==> config.mk <==
export PLATFORM = sky130hd
export DESIGN_NAME = sprite_motion_ctrl
export DESIGN_NICKNAME = d
export VERILOG_FILES = /design/src/rtl/sprite_motion_ctrl_pkg.sv /design/src/rtl/sprite_motion_ctrl_axis_step.sv /design/src/rtl/sprite_motion_ctrl.sv
export SDC_FILE = /design/constraint.sdc
export NUM_CORES = 1
export LEC_CHECK = 0
export BUFFER_PORTS_ARGS = -buffer_cell sky130_fd_sc_hd__buf_2
export CORE_MARGIN = 2
export CORE_UTILIZATION = 40
export CTS_BUF_LIST = sky130_fd_sc_hd__clkbuf_2
export DETAILED_ROUTE_END_ITERATION = 10
export SETUP_SLACK_MARGIN = 0.4
export SLEW_MARGIN = 20
export SYNTH_ARGS = -nofsm -noshare
export SYNTH_HDL_FRONTEND = slang
export SYNTH_HIERARCHICAL = 1
export SYNTH_SLANG_ARGS = --single-unit
export TNS_END_PERCENT = 50
==> constraint.sdc <==
create_clock -name clk -period 4.7 [get_ports clk]
set_input_delay 0.235 -clock clk [delete_from_list [all_inputs] [get_ports clk]]
set_output_delay 0.235 -clock clk [all_outputs]
set_load 0.005 [all_outputs]
==> src/rtl/sprite_motion_ctrl_pkg.sv <==
`default_nettype none
// +----------------------------------------------------------------------+
// | sprite_motion_ctrl_pkg : shared screen/sprite geometry and encodings  |
// | Rev 1.0                                                               |
// +----------------------------------------------------------------------+
package sprite_motion_ctrl_pkg;

  localparam int c_screen_w = 96;
  localparam int c_screen_h = 64;
  localparam int c_spr_w    = 18;
  localparam int c_spr_h    = 9;
  localparam int c_xmax     = c_screen_w - c_spr_w;
  localparam int c_ymax     = c_screen_h - c_spr_h;

  typedef enum logic [1:0] {
    ST_IDLE   = 2'd0,
    ST_MANUAL = 2'd1,
    ST_AUTO   = 2'd2
  } state_e;

  typedef enum logic [1:0] {
    AX_HOLD   = 2'd0,
    AX_INC    = 2'd1,
    AX_DEC    = 2'd2,
    AX_BOUNCE = 2'd3
  } axis_mode_e;

endpackage
`default_nettype wire

==> src/rtl/sprite_motion_ctrl_axis_step.sv <==
`default_nettype none
// +----------------------------------------------------------------------+
// | sprite_axis_step : one-axis clamp (manual) / bounce (auto) stepper    |
// | Rev 1.0                                                               |
// +----------------------------------------------------------------------+
module sprite_axis_step
  import sprite_motion_ctrl_pkg::*;
#(
  parameter int LIMIT = c_xmax
) (
  input  logic [6:0]  pos,
  input  logic [2:0]  step,
  input  logic        dir,
  input  axis_mode_e  mode,
  output logic [6:0]  next_pos,
  output logic        next_dir
);

  logic [7:0] sum;
  logic [7:0] step8;
  logic [7:0] pos8;
  logic [7:0] lim8;

  assign step8 = {5'b0, step};
  assign pos8  = {1'b0, pos};
  assign sum   = pos8 + step8;
  assign lim8  = 8'(LIMIT);

  always_comb begin
    next_pos = pos;
    next_dir = dir;
    case (mode)
      AX_INC: next_pos = (sum > lim8) ? lim8[6:0] : sum[6:0];
      AX_DEC: next_pos = (step8 > pos8) ? 7'd0 : (pos - {4'b0, step});
      AX_BOUNCE: begin
        // A zero step must not trip the reach-limit test and flip the flag.
        if (step != 3'd0) begin
          if (dir) begin
            if (sum >= lim8) begin
              next_pos = lim8[6:0];
              next_dir = 1'b0;
            end else begin
              next_pos = sum[6:0];
            end
          end else begin
            if (step8 >= pos8) begin
              next_pos = 7'd0;
              next_dir = 1'b1;
            end else begin
              next_pos = pos - {4'b0, step};
            end
          end
        end
      end
      default: ;
    endcase
  end

endmodule
`default_nettype wire

==> src/rtl/sprite_motion_ctrl.sv <==
`default_nettype none
// +----------------------------------------------------------------------+
// | sprite_motion_ctrl : frame-locked sprite position FSM (manual/bounce) |
// | Rev 1.0                                                               |
// +----------------------------------------------------------------------+
module sprite_motion_ctrl
  import sprite_motion_ctrl_pkg::*;
#(
  parameter int SCREEN_W  = c_screen_w,
  parameter int SCREEN_H  = c_screen_h,
  parameter int SPR_W     = c_spr_w,
  parameter int SPR_H     = c_spr_h,
  parameter int FRAME_DIV = 2,
  parameter int INIT_X    = 39,
  parameter int INIT_Y    = 27
) (
  input  logic        clk,
  input  logic        reset,
  input  logic [12:0] pixel_index,
  input  logic        btn_up,
  input  logic        btn_down,
  input  logic        btn_left,
  input  logic        btn_right,
  input  logic        mode_auto,
  input  logic [2:0]  step,
  output logic [6:0]  x,
  output logic [6:0]  y,
  output logic        frame_tick,
  output logic        moving
);

  localparam int          c_lim_x    = SCREEN_W - SPR_W;
  localparam int          c_lim_y    = SCREEN_H - SPR_H;
  localparam logic [12:0] c_last_idx = 13'(SCREEN_W * SCREEN_H - 1);
  localparam logic [3:0]  c_div_last = 4'(FRAME_DIV - 1);

  logic [12:0] prev_idx_q, prev_idx_d;
  logic        frame_tick_q, frame_tick_d;
  logic [3:0]  div_q, div_d;
  state_e      state_q, state_d;
  logic [6:0]  x_q, x_d, y_q, y_d;
  logic        dx_q, dx_d, dy_q, dy_d;

  logic        step_frame;
  logic        any_btn;
  axis_mode_e  x_mode, y_mode;
  logic [6:0]  x_next, y_next;
  logic        dx_next, dy_next;

  assign step_frame = frame_tick_q && (div_q == 4'd0);
  assign any_btn    = btn_up | btn_down | btn_left | btn_right;

  always_comb begin
    state_d = state_q;
    if (step_frame) begin
      if (mode_auto)    state_d = ST_AUTO;
      else if (any_btn) state_d = ST_MANUAL;
      else              state_d = ST_IDLE;
    end
  end

  // Axis behaviour follows the state being entered in this step frame.
  always_comb begin
    x_mode = AX_HOLD;
    y_mode = AX_HOLD;
    case (state_d)
      ST_MANUAL: begin
        if (btn_right && !btn_left)      x_mode = AX_INC;
        else if (btn_left && !btn_right) x_mode = AX_DEC;
        if (btn_down && !btn_up)         y_mode = AX_INC;
        else if (btn_up && !btn_down)    y_mode = AX_DEC;
      end
      ST_AUTO: begin
        x_mode = AX_BOUNCE;
        y_mode = AX_BOUNCE;
      end
      default: ;
    endcase
  end

  sprite_axis_step #(.LIMIT(c_lim_x)) u_step_x (
    .pos      (x_q),
    .step     (step),
    .dir      (dx_q),
    .mode     (x_mode),
    .next_pos (x_next),
    .next_dir (dx_next)
  );

  sprite_axis_step #(.LIMIT(c_lim_y)) u_step_y (
    .pos      (y_q),
    .step     (step),
    .dir      (dy_q),
    .mode     (y_mode),
    .next_pos (y_next),
    .next_dir (dy_next)
  );

  always_comb begin
    prev_idx_d   = pixel_index;
    frame_tick_d = (prev_idx_q == c_last_idx) && (pixel_index == 13'd0);
    div_d        = div_q;
    x_d          = x_q;
    y_d          = y_q;
    dx_d         = dx_q;
    dy_d         = dy_q;
    if (frame_tick_q) begin
      div_d = (div_q >= c_div_last) ? 4'd0 : div_q + 4'd1;
    end
    if (step_frame) begin
      x_d  = x_next;
      y_d  = y_next;
      dx_d = dx_next;
      dy_d = dy_next;
    end
  end

  always_ff @(posedge clk) begin
    if (reset) begin
      prev_idx_q   <= 13'd0;
      frame_tick_q <= 1'b0;
      div_q        <= 4'd0;
      state_q      <= ST_IDLE;
      x_q          <= 7'(INIT_X);
      y_q          <= 7'(INIT_Y);
      dx_q         <= 1'b1;
      dy_q         <= 1'b1;
    end else begin
      prev_idx_q   <= prev_idx_d;
      frame_tick_q <= frame_tick_d;
      div_q        <= div_d;
      state_q      <= state_d;
      x_q          <= x_d;
      y_q          <= y_d;
      dx_q         <= dx_d;
      dy_q         <= dy_d;
    end
  end

  assign x          = x_q;
  assign y          = y_q;
  assign frame_tick = frame_tick_q;
  assign moving     = (state_q == ST_MANUAL) || (state_q == ST_AUTO);

endmodule
`default_nettype wire

==> impl_metrics.tcl <==
set metrics [dict create \
    final_nets 542 \
    tightest_slew_ns 0.732 \
    port_buffers 38 \
    synth_area_mm2 0.00352 \
    crit_path_cell_trace "inv_1 -> ha_1 -> nor4bb_4 -> buf_4 -> mux2i_1 -> inv_2 -> ha_1 -> nor2_1 -> buf_4 -> nand2b_1 -> a31oi_1 -> a21boi_0 -> a31oi_1 -> o22ai_1 -> o31ai_1 -> nand2_1 -> nand3_1" \
    rows 34 \
    synth_flop_cell "dfxtp_1" \
    initial_core_util_pct 40.8 \
    vias 3618 \
    synth.area.top_cells "dfxtp_1 (20%), ha_1 (6.4%), nand2_1 (6.0%)" \
    final_area_mm2 0.00382 \
    max-slew-margin-rel_pct 51.0 \
    outcome "completed" \
    avgViaCountPerCell 5.97 \
    hold_buffers 0 \
    ant_nets 0 \
    critical_path_arrival_ns 4.09 \
    track_usage_pct 20.4 \
    firstDrtPassIters 5 \
    clock_skew_ns 0.00673 \
    synth_top_area_share_pct 20.5 \
    power_leakage_uw 0.00154 \
    cts_buffer_depth 2 \
    ys_types 86 \
    drt_iter0_drc 247 \
    yosys-top-cells-count "nand2_1 (56), nor2_1 (40), dfxtp_1 (36), nand3_1 (27)" \
    drv_cap 0 \
    p_int_uw 439 \
    async_reset_ff_share_pct 0 \
    period_share_pct 80.3 \
    gp_congestion 0.923 \
    crit_family "compound AO/OA/AOI/OAI gates" \
    startpoint_type "register" \
    grt_max_degree 25 \
    synth-edff-count 0 \
    ir_drop_v 0.000131 \
    die_x_um 97.8 \
    cp_max_fo 21 \
    postCtsSetupBuffers 0 \
    crit_buf_inv 4 \
    min_path_type "primary input to register" \
    cts.clk_slew.worst_paths_ns 0.18 \
    antennaDiodeCount 0 \
    switching_share_pct 26.7 \
    core-area_mm2 0.00864 \
    layout_setup_ws_ns 0.925 \
    cts_tree "yes" \
    syn_avg_cell_area_um2 7.39 \
    critPathKind "register to register" \
    preCtsSetupSlack_ns 1.02 \
    die_h_um 97.8 \
    die_area_mm2 0.00957 \
    area_growth_pct 8.53 \
    critPathMaxStageDelay_ns 0.57 \
    required_ns 5.01 \
    hpwl_um 7300 \
    synth_top_cell_by_area "dfxtp_1" \
    fmax_ghz 0.265 \
    grt_pass1_vias 3294 \
    seq_power_share_pct 52.3 \
    pwr-share-comb_pct 15.8 \
    syn_nets 521 \
    drv_slew 0 \
    cts_htree_levels 2 \
    cts.repair.resized 0 \
    cts-root-buf "clkbuf_2" \
    clock_latency_ns 0.35 \
    powerDensity_mw_per_mm2 157 \
    finalSetupTns_ns 0 \
    drt-total-wl_um 9750 \
    fin_util_pct 44.2 \
    syn_inst 476 \
    fin_crit_ns 3.77 \
    worst_path_max_delay_cell "a31oi_1" \
    overflow 0 \
    ys_seq_area_share_pct 20.5 \
    numCtsBuffers 5 \
    p_switching_uw 160 \
    final-hold-violation-count 0 \
    r2r_slack_ns 0.93 \
    ys_ff_latch 36 \
    grt_setup_unrepaired "no" \
    clock_sinks 36 \
    fillerInstances 886 \
    cp-end-kind "register" \
    total_power_uw 599 \
    route.detailed.drc 0 \
    ioPinCount 39 \
    setup_viol 0 \
    clkPwrFrac_pct 32.0 \
    antenna_found_initial 0 \
    ys.warnings.count 6 \
    grt_pass1_wl_um 16400 \
    synth_most_common_cell "nand2_1" \
    drive_above_1_share_pct 14.9 \
    placed_cell_area_mm2 0.00375 \
    post_drt_wl_per_cell_um 16.1 \
]
## metal layers
metal	track usage [%]	wire length [µm]	share of wire [%]
met5	0	0	0
met4	3.42	75	0.77
met3	4.51	765	7.8
met2	31.7	4320	44
met1	29.6	4590	47
## kinds of logic (layout without fill, tap and decap cells)
logic type	count (synthesis)	in the layout	synth area share, %
DFF	36	36	20.5
adders and majority gates	22	22	8.67
buffers and inverters	59	81	7.47
xor gates and xnor gates	14	14	3.48
and+or+nand+nor	215	215	32.6
muxes	6	6	1.88
AOI/OAI and AO/OA	124	124	25.4
## sequential cells by signal, summed over array words and instances (netlist names)
signal / cells
div_q: 4
dx_q: 1
dy_q: 1
frame_tick: 1
prev_idx_q: 13
state_q: 2
x: 7
y: 7
## cells in the final DEF, fill, tap and decap left out, types with 5 or more instances in the layout
cell,instances
ha_1,18
nor3_1,12
o22ai_1,5
nand3_1,27
xor2_1,8
o21a_1,5
buf_2,38
a211oi_1,6
buf_4,7
dfxtp_1,36
nand2_1,56
a21oi_1,26
a211o_1,7
nor2b_1,19
nor4_1,9
inv_1,26
nand4_1,5
xnor2_1,6
and2_1,5
clkbuf_2,6
nor2_1,40
o21ai_0,12
o21ai_1,7
a31oi_1,13
## stage by stage
| stage | hold WS, ns | instances |
|---|---|---|
| global placement | 0.462 | 598 |
| floorplan | 0.363 | 476 |
| detailed placement | 0.467 | 598 |
| CTS | 0.0541 | 606 |
| finish | 0.0907 | 606 |
| global route | 0.0342 | 606 |
## layout make-up
cell class / instances / area, µm² / area share (%)
repair buffers: 45 / 243 / 6.35
clock inverters: 2 / 35.0 / 0.917
well taps: 108 / 135 / 3.54
multi-input cells: 381 / 2550 / 66.8
inverters: 28 / 105 / 2.75
clock buffers: 6 / 30.0 / 0.786
flip-flops and latches: 36 / 721 / 18.9
## power groups by stage
stage          registers [µW]  logic, µW  clock network (µW)
2_1_floorplan             319       63.7                   0
3_3_place_gp              319       92.8                   0
3_5_place_dp              319       93.1                   0
4_1_cts                   313       93.6                 200
5_1_grt                   314        104                 212
6_report                  313       94.4                 191
## final timing paths
kind	startpoint	end	cells after the start
min reg2reg	div_q[1]$_SDFFE_PP0P_	div_q[1]$_SDFFE_PP0P_	2
min	pixel_index[10]	prev_idx_q[10]$_SDFF_PP0_	2
max	div_q[0]$_SDFFE_PP0P_	x[2]$_SDFFE_PP1N_	17
max reg2reg	div_q[0]$_SDFFE_PP0P_	x[2]$_SDFFE_PP1N_	17
No activity file was read; power rests on OpenSTA's default activity.
